**config.mk**
```make
export PLATFORM = sky130hd
export DESIGN_NAME = shift_reg_universal_flat
export DESIGN_NICKNAME = d
export VERILOG_FILES = /design/src/rtl/shift_reg_universal_pkg.sv /design/src/rtl/shift_reg_universal_if.sv /design/src/rtl/shift_reg_universal_word_counter.sv /design/src/rtl/shift_reg_universal.sv /design/src/flat_wrapper.sv
export SDC_FILE = /design/constraint.sdc
export NUM_CORES = 1
export LEC_CHECK = 0
export ABC_AREA = 1
export BUFFER_PORTS_ARGS = -buffer_cell sky130_fd_sc_hd__buf_4
export CORE_UTILIZATION = 53
export DETAILED_ROUTE_END_ITERATION = 16
export HOLD_SLACK_MARGIN = 0.1
export PLACE_DENSITY_LB_ADDON = 0.3
export SETUP_SLACK_MARGIN = 0.02
export SLEW_MARGIN = 15
export SYNTH_ARGS = -nofsm -noshare
export SYNTH_HDL_FRONTEND = slang
export SYNTH_SLANG_ARGS = --single-unit
```
**constraint.sdc**
```tcl
create_clock -name clk -period 2.6 [get_ports clk]
set_clock_uncertainty 0.05 [all_clocks]
set_input_delay 0.26 -clock clk [delete_from_list [all_inputs] [get_ports clk]]
set_output_delay 0.26 -clock clk [all_outputs]
set_load 0.01 [all_outputs]
```
**src/rtl/shift_reg_universal_pkg.sv**
```systemverilog
// Shared constants for the universal shift register: mode encodings and
// shift-direction tags used by the datapath, the serial output mux and the bench.
package shift_pkg;

  localparam logic [1:0] MODE_HOLD = 2'b00;
  localparam logic [1:0] MODE_SHL  = 2'b01;
  localparam logic [1:0] MODE_SHR  = 2'b10;
  localparam logic [1:0] MODE_LOAD = 2'b11;

  typedef enum logic {
    DIR_LEFT  = 1'b0,
    DIR_RIGHT = 1'b1
  } dir_t;

endpackage

```
**src/rtl/shift_reg_universal_if.sv**
```systemverilog
// Control and data bundle of the universal shift register; the controller side
// drives clr/mode/si/pi, the register side returns q/so and the word outputs.
interface shift_reg_universal_if #(
  parameter int WIDTH = 4
);

  logic             clr;
  logic [1:0]       mode;
  logic             si;
  logic [WIDTH-1:0] pi;
  logic [WIDTH-1:0] q;
  logic             so;
  logic [WIDTH-1:0] word_out;
  logic             word_valid;

  modport master (
    output clr, mode, si, pi,
    input  q, so, word_out, word_valid
  );

  modport slave (
    input  clr, mode, si, pi,
    output q, so, word_out, word_valid
  );

endinterface

```
**src/rtl/shift_reg_universal_word_counter.sv**
```systemverilog
// Counts shifts within a word and raises a combinational wrap on the shift
// that completes it, so the caller can capture the word on that same edge.
module shift_word_counter #(
  parameter int WIDTH = 4
) (
  input  logic clk,
  input  logic rst_n,
  input  logic clr,
  input  logic shift_en,
  output logic wrap
);

  localparam int CW = $clog2(WIDTH + 1);
  localparam logic [CW-1:0] LAST = CW'(WIDTH - 1);

  logic [CW-1:0] cnt;

  assign wrap = shift_en & ~clr & (cnt == LAST);

  always_ff @(posedge clk or negedge rst_n) begin
    if (!rst_n) begin
      cnt <= '0;
    end else if (clr) begin
      cnt <= '0;
    end else if (shift_en) begin
      cnt <= wrap ? '0 : cnt + CW'(1);
    end
  end

endmodule

```
**src/rtl/shift_reg_universal.sv**
```systemverilog
// Universal shift register: hold / shift left / shift right / parallel load,
// with direction-aware serial output and a registered completed-word output.
module shift_reg_universal
  import shift_pkg::*;
#(
  parameter int               WIDTH     = 4,
  parameter logic [WIDTH-1:0] RESET_VAL = '0
) (
  input logic                 clk,
  input logic                 rst_n,
  shift_reg_universal_if.slave bus
);

  logic [WIDTH-1:0] q_r;
  logic [WIDTH-1:0] q_next;
  logic [WIDTH-1:0] word_r;
  logic             word_valid_r;
  dir_t             dir_r;
  logic             is_shl;
  logic             is_shr;
  logic             shift_en;
  logic             cnt_clr;
  logic             wrap;

  assign is_shl   = (bus.mode == MODE_SHL);
  assign is_shr   = (bus.mode == MODE_SHR);
  assign shift_en = ~bus.clr & (is_shl | is_shr);
  // A load restarts word framing, so the loaded data never counts toward a word.
  assign cnt_clr  = bus.clr | (bus.mode == MODE_LOAD);

  shift_word_counter #(.WIDTH(WIDTH)) u_cnt (
    .clk      (clk),
    .rst_n    (rst_n),
    .clr      (cnt_clr),
    .shift_en (shift_en),
    .wrap     (wrap)
  );

  always_comb begin
    q_next = q_r;
    case (bus.mode)
      MODE_SHL:  q_next = {q_r[WIDTH-2:0], bus.si};
      MODE_SHR:  q_next = {bus.si, q_r[WIDTH-1:1]};
      MODE_LOAD: q_next = bus.pi;
      default:   q_next = q_r;
    endcase
  end

  always_ff @(posedge clk or negedge rst_n) begin
    if (!rst_n) begin
      q_r          <= RESET_VAL;
      word_r       <= '0;
      word_valid_r <= 1'b0;
      dir_r        <= DIR_LEFT;
    end else if (bus.clr) begin
      q_r          <= RESET_VAL;
      word_valid_r <= 1'b0;
    end else begin
      q_r          <= q_next;
      word_valid_r <= wrap;
      if (wrap) word_r <= q_next;
      if (is_shl) dir_r <= DIR_LEFT;
      else if (is_shr) dir_r <= DIR_RIGHT;
    end
  end

  // so previews the bit the next shift in the last-used direction will drop.
  assign bus.so         = (dir_r == DIR_LEFT) ? q_r[WIDTH-1] : q_r[0];
  assign bus.q          = q_r;
  assign bus.word_out   = word_r;
  assign bus.word_valid = word_valid_r;

endmodule
```
**src/flat_wrapper.sv**
```systemverilog
// flat-port wrapper written by rule: the top's interface ports become plain ports
module shift_reg_universal_flat import shift_pkg::*;
#(
  parameter int               WIDTH     = 4,
  parameter logic [WIDTH-1:0] RESET_VAL = '0
)
  (clk, rst_n, bus_clr, bus_mode, bus_si, bus_pi, bus_q, bus_so, bus_word_out, bus_word_valid);
  shift_reg_universal_if #(.WIDTH(WIDTH)) bus_i ();
  input logic clk;
  input logic rst_n;
  input wire logic [$bits(bus_i.clr)-1:0] bus_clr;
  input wire logic [$bits(bus_i.mode)-1:0] bus_mode;
  input wire logic [$bits(bus_i.si)-1:0] bus_si;
  input wire logic [$bits(bus_i.pi)-1:0] bus_pi;
  output wire logic [$bits(bus_i.q)-1:0] bus_q;
  output wire logic [$bits(bus_i.so)-1:0] bus_so;
  output wire logic [$bits(bus_i.word_out)-1:0] bus_word_out;
  output wire logic [$bits(bus_i.word_valid)-1:0] bus_word_valid;
  assign bus_i.clr = bus_clr;
  assign bus_i.mode = bus_mode;
  assign bus_i.si = bus_si;
  assign bus_i.pi = bus_pi;
  assign bus_q = bus_i.q;
  assign bus_so = bus_i.so;
  assign bus_word_out = bus_i.word_out;
  assign bus_word_valid = bus_i.word_valid;
  shift_reg_universal #(.WIDTH(WIDTH), .RESET_VAL(RESET_VAL)) u_core (.clk(clk), .rst_n(rst_n), .bus(bus_i));
endmodule
```
Word level (Yosys, flattened, before mapping)
Index checks and enable logic that the tools add are counted.
W data, S select, Z words.
{"block": "op_classes", "addsub": 1, "n_eq_ne": 4, "mux": 9, "n_bitwise": 7, "reduce_logical": 4}
{"op": "$pmux W4 S3", "n": 1}
{"op": "$mux W3", "n": 3}
{"op": "$eq A2 B2 Y1 const B", "n": 2}
{"op": "$mux W1", "n": 4}
{"op": "$mux W4", "n": 1}
{"op": "$reduce_and A2 Y1", "n": 2}
{"op": "$reduce_bool A2 Y1", "n": 2}
{"op": "$add A3 B1 Y3 const B", "n": 1}
{"op": "$and A1 B1 Y1", "n": 3}
{"op": "$eq A3 B2 Y1 const B", "n": 1}
{"op": "$eq A2 B1 Y1 const B", "n": 1}
{"op": "$not A1 Y1", "n": 2}
{"op": "$or A1 B1 Y1", "n": 2}
{"block": "totals", "register_bits": 13, "in_bits": 10}

Depth between registers and ports, before layout
{"block": "depth", "ltp_word": 8, "ltp_mapped": 8}

By module
Synthesis repeated with hierarchy kept, for this count alone.
{"block": "unflattened", "hier_cells": 97, "hier_area_um2": 720.7}
{"module": "shift_reg_universal", "n_inst": 1, "cells_per_inst": 77, "area_per_inst_um2": 566.8, "seq_area_each_um2": 250.2}
{"module": "shift_word_counter", "n_inst": 1, "cells_per_inst": 20, "area_per_inst_um2": 153.9, "seq_area_each_um2": 75.1}

Worst setup path after synthesis
No wires, ideal clock.
{"block": "synth_path", "path_kind": "in2reg", "start": "input bus_mode[0]", "end": "register u_core.word_r[0] (netlist: u_core.bus.word_out[0])", "setup_ps": 117, "arrival_time_ps": 1001, "required_time_ps": 2433, "setup_slack_ps": 1432, "cell_stages": 7, "n_path_buf": 0, "cell_sequence": "inv_1 -> ha_1 -> nand3_2 -> nor2_8 -> inv_2 -> nand2_1 -> nand2_1"}
{"block": "synth_between", "elab_chain_len": 6, "elab_cells_between_ends": 11}
{"element": "from (decl)", "line_no": "flat_wrapper.sv:12", "rtl": "input wire logic [$bits(bus_i.mode)-1:0] bus_mode;"}
{"element": "$eq A2 B1 Y1 (tied with other cells)", "line_no": "shift_reg_universal.sv:25, shift_reg_universal.sv:41"}
{"element": "$or A1 B1 Y1 (on tied branches)", "line_no": "shift_reg_universal.sv:27, shift_reg_universal.sv:29"}
{"element": "$and A1 B1 Y1 or $not A1 Y1 (tied branches)", "line_no": "shift_reg_universal.sv:27, shift_reg_universal_word_counter.sv:18"}
{"element": "$and A1 B1 Y1 (2 in series)", "line_no": "shift_reg_universal_word_counter.sv:18", "rtl": "assign wrap = shift_en & ~clr & (cnt == LAST);"}
{"element": "$reduce_and A2 Y1 (no line)"}
{"element": "to (signal assigned)", "line_no": "shift_reg_universal.sv:61", "rtl": "if (wrap) word_r <= q_next;"}
{"element": "to (decl)", "line_no": "shift_reg_universal.sv:16", "rtl": "logic [WIDTH-1:0] word_r;"}
Several ways; a longest one is shown, not always the timed one.
A chain may end at the register's enable or synchronous reset.

Final worst setup path
{"block": "layout_path", "start": "register u_core.q_r[3] (netlist: u_core.bus.q[3])", "end": "output bus_so"}
{"block": "layout_between", "elab_chain_len": 1}
{"element": "from (decl)", "line_no": "shift_reg_universal.sv:14", "rtl": "logic [WIDTH-1:0] q_r;"}
{"element": "from (signal assigned)", "line_no": "shift_reg_universal.sv:59", "rtl": "q_r <= q_next;"}
{"element": "$mux W1", "line_no": "shift_reg_universal.sv:68", "rtl": "assign bus.so = (dir_r == DIR_LEFT) ? q_r[WIDTH-1] : q_r[0];"}
{"element": "to (decl)", "line_no": "flat_wrapper.sv:16", "rtl": "output wire logic [$bits(bus_i.so)-1:0] bus_so;"}
No other way between the ends.

==> summary.md <==
| Metric | Value |
|---|---|
| Class of the worst hold path | `in -> reg` |
| Total of buffers placed on input and output ports | `19` |
| Vias in the first global route | `approximately 630` |
| CTS Root Cell | `clkbuf_4` |
| Synthesized netlist cell count | `92` |
| Post-DR vias/cell | `slightly above 5` |
| Area after detailed placement | `about 880 um^2` |
| Beginning of the critical path | `u_core.bus.q[3]$_DFF_PN0_` |
| Reg-to-reg critical path endpoint | `u_core.bus.word_out[2]$_DFFE_PN0P_` |
| Unrepaired setup endpoints after global routing | `no` |
| Net switching fraction of the power | `between 20% and 30%` |
| Req. time, crit path | `between 2000 and 2500 ps` |
| Primary flip-flop cell chosen by synthesis mapping | `dfrtp_1` |
| Cell area after synthesis | `about 720 um^2` |
| Number of buffers added for setup after CTS | `0` |
| Xor and xnor area share after synthesis | `0%` |
| Maximum operating frequency | `746 MHz` |
| Share of post-route cells with drive strength above 1 | `25.9%` |
| Transition time at the pin with the least slew margin | `between 200 and 300 ps` |
| Total Nets Final | `approximately 130` |
| Clock transition at path regs | `80 ps` |
| Worst EP arrival | `1030 ps` |
| Sum Neg Setup Slack | `0 ps` |
| Pleak | `approximately 0.53 nW` |
| Count of different cell masters after synthesis | `16` |
| Share of the synthesized area in the top cell type | `a little under half` |
| Yosys warning total | `0` |
| Max transition margin | `around 82%` |
| Count of standard-cell rows | `12` |
| RR Startpoint | `u_core.u_cnt.cnt[0]$_DFFE_PN0P_` |
| Remaining number of nets flagged by the antenna check after routing | `0` |
| Chip height | `between 30 and 40 um` |
| Sequential share of the synthesized area | `45.1%` |
| Synthesized-area fraction occupied by ao, oa, aoi and oai cells | `4.86%` |
| Clk sink count | `13` |
| Post-synth top area cell | `dfrtp_1` |
| Max-cap violations | `0` |
| Maximum number of pins on one net before global-route repair | `14` |
| Final core area utilization | `between 70 and 80%` |
| Number of search-and-repair iterations in the first detailed-routing pass | `6` |
| Antenna Cells | `0` |
| Worst stage delay on the critical path | `between 300 and 400 ps` |
| Slowest library cell on the worst path | `dfrtp_1` |
| Number of clock buffers inserted by TritonCTS | `3` |
| Largest voltage drop on the vdd net | `0.000395 V` |
| Minimum period implied by the final worst setup slack | `approximately 1300 ps` |
| Async set or reset register ratio after synthesis | `100%` |
| Final routed wire length divided by cell count | `11.7 um` |
| Number of vias after detailed routing | `approximately 670` |
| Filler cells | `90` |
| Reg power frac | `51.7%` |
| Main combinational cell family by area after synthesis | `simple AND/OR/NAND/NOR gates` |
| Clock Power Share | `27.0%` |
| Final Hold Fails | `0` |
| Post-synthesis share of cell area spent on full adders, half adders and majority gates | `approximately 8.7%` |
| FF+latch count, synth | `13` |
| Hold path depth | `2` |
| Horizontal extent of the die | `38.9 um` |
| Period Utilization, post-route | `between 50% and 60%` |
| Drt first-iter violations | `17` |
| Number of H-tree levels | `1` |
| Power share of the combinational group | `21.3%` |
| Worst-path cell chain | `inv_1 > o21ai_0 > buf_4` |
| Number of max-slew violations in the final report | `0` |
| Biggest fanout along the worst timing path | `3` |
| Final WL | `approximately 1500 um` |
| Wire length of the first global-routing pass | `around 2500 um` |
| Synth Area in Simple Gates | `35.1%` |
| Result of the run | `finished clean` |
| Mean instance size in the synthesized netlist | `slightly below 8 um^2` |
| Number of top-level design ports | `20` |
| Effective utilization at floorplan | `60.8%` |
| Worst-case reg-to-reg path depth | `6` |
| Clock insertion delay at the later pin of the skew report | `270 ps` |
| Routability cong. | `about 0.82` |
| Hold Worst Slack | `~140 ps` |
| Worst Setup Start Kind | `flip-flop` |
| Residual overflow from global routing | `0` |
| End point of the critical path | `bus_so` |
| Fin area | `about 900 um^2` |
| Number of antenna violations at the first check in global routing | `0` |
| Maximum number of buffers from clock root to sink | `2` |
| Share of synthesized area spent on multiplexers | `0%` |
| Cell Pwr Density | `around 480 mW/mm^2` |
| Number of endpoints failing setup at the final stage | `0` |
| Drt drc | `0` |
| CTS hold repair buffers | `1` |
| Register-to-register setup slack | `~1400 ps` |
| Number of gates resized after CTS | `0` |
| Type of destination of the critical path | `output port` |
| Hpwl dp | `1180 um` |
| TritonCTS clock tree | `yes` |
| Most frequently used cell type in the post-synthesis netlist | `nand2_1` |
| Worst setup path category | `reg -> out` |
| Total track usage | `approximately a quarter` |
| Core outline area | `~0.0012 mm^2` |
| Int Pwr | `approximately 0.00032 W` |
| Switching power of the nets | `between 0.0001 and 0.00015 W` |
| Number of synthesized flops with an enable pin | `0` |
| Area of the die | `~0.0015 mm^2` |
| Syn-to-layout area delta | `27.3%` |
| List of most frequent post-synthesis cells | `nand2_1 (34), dfrtp_1 (13), inv_1 (8), nand3_1 (7), nor2_1 (6)` |
| Most area-consuming cells after synthesis | `dfrtp_1 (45%), nand2_1 (18%), ha_1 (8.7%)` |
| Net count after synthesis | `about 110` |
[registers in the layout, indices dropped and copies added (netlist names)]
register,count
u_core.u_cnt.cnt,3
u_core.bus.word_valid,1
u_core.bus.q,4
u_core.bus.word_out,4
u_core.dir_r,1
[logic make-up (layout without fill, tap and decap cells)]
family,count (synthesis),in the layout
AOI/OAI and AO/OA,7,7
adders and majority gates,5,5
buffers and inverters,12,36
DFF,13,13
and+or+nand+nor,55,55
[power groups by stage]
| stage | Combinational [W] | Sequential (W) | Clock [W] |
|---|---|---|---|
| after floorplan | 0.0000450 | 0.000235 | 0 |
| after global placement | 0.0000906 | 0.000232 | 0 |
| after detailed placement | 0.0000925 | 0.000233 | 0 |
| after CTS | 0.0000942 | 0.000229 | 0.000121 |
| after global routing | 0.000105 | 0.000231 | 0.000130 |
| final | 0.0000942 | 0.000229 | 0.000120 |
[layout make-up]
class                      count  area (um^2)  share of cell area (%)
multi-input combinational     67          350                    38.2
clock buffer                   4         26.3                    2.86
sequential                    13          325                    35.5
timing repair buffer          20          153                    16.6
inverter                      12         45.0                    4.91
tap                           14         17.5                    1.91
[worst max-delay path, delay by kind of cell (launching register included)]
| kind | cells | cell delay [ps] |
|---|---|---|
| DFF | 1 | 380 |
| AOI/OAI and AO/OA | 1 | 170 |
| buffers and inverters | 2 | 210 |
[through the flow]
step	power, W	std cells	setup WS, ps
after floorplan	0.000280	92	1430
after global placement	0.000323	125	1260
after detailed placement	0.000325	125	1220
after CTS	0.000444	130	1260
after global routing	0.000466	130	1150
final	0.000443	130	1260
[how the worst min path moves through the flow]
stage                     startpoint                               to
after global placement         rst_n  u_core.u_cnt.cnt[1]$_DFFE_PN0P_
after CTS                    bus_clr        u_core.bus.q[3]$_DFF_PN0_
final                        bus_clr        u_core.bus.q[3]$_DFF_PN0_
after global routing         bus_clr        u_core.bus.q[3]$_DFF_PN0_
after detailed placement       rst_n  u_core.u_cnt.cnt[1]$_DFFE_PN0P_
after floorplan                rst_n        u_core.bus.q[0]$_DFF_PN0_
[layer usage]
metal / GRT usage [%] / up-vias / part of all wire (%)
met5: 0 / - / 0
li1: - / 333 / -
met1: 30.8 / 301 / 44
met3: 5.78 / 4 / 6.5
met2: 41.7 / 31 / 48
met4: 12.9 / 0 / 1.3
[cells in the final DEF (no fill, tap or decap), types with 2 or more instances in the layout]
master,n
a21oi_1,4
dfrtp_1,13
nand3_1,7
inv_1,8
o21ai_0,2
nor2_1,6
or2_1,3
inv_2,4
nand2_1,34
ha_1,5
buf_4,19
clkbuf_4,3
No activity file was read; power rests on OpenSTA's default activity.
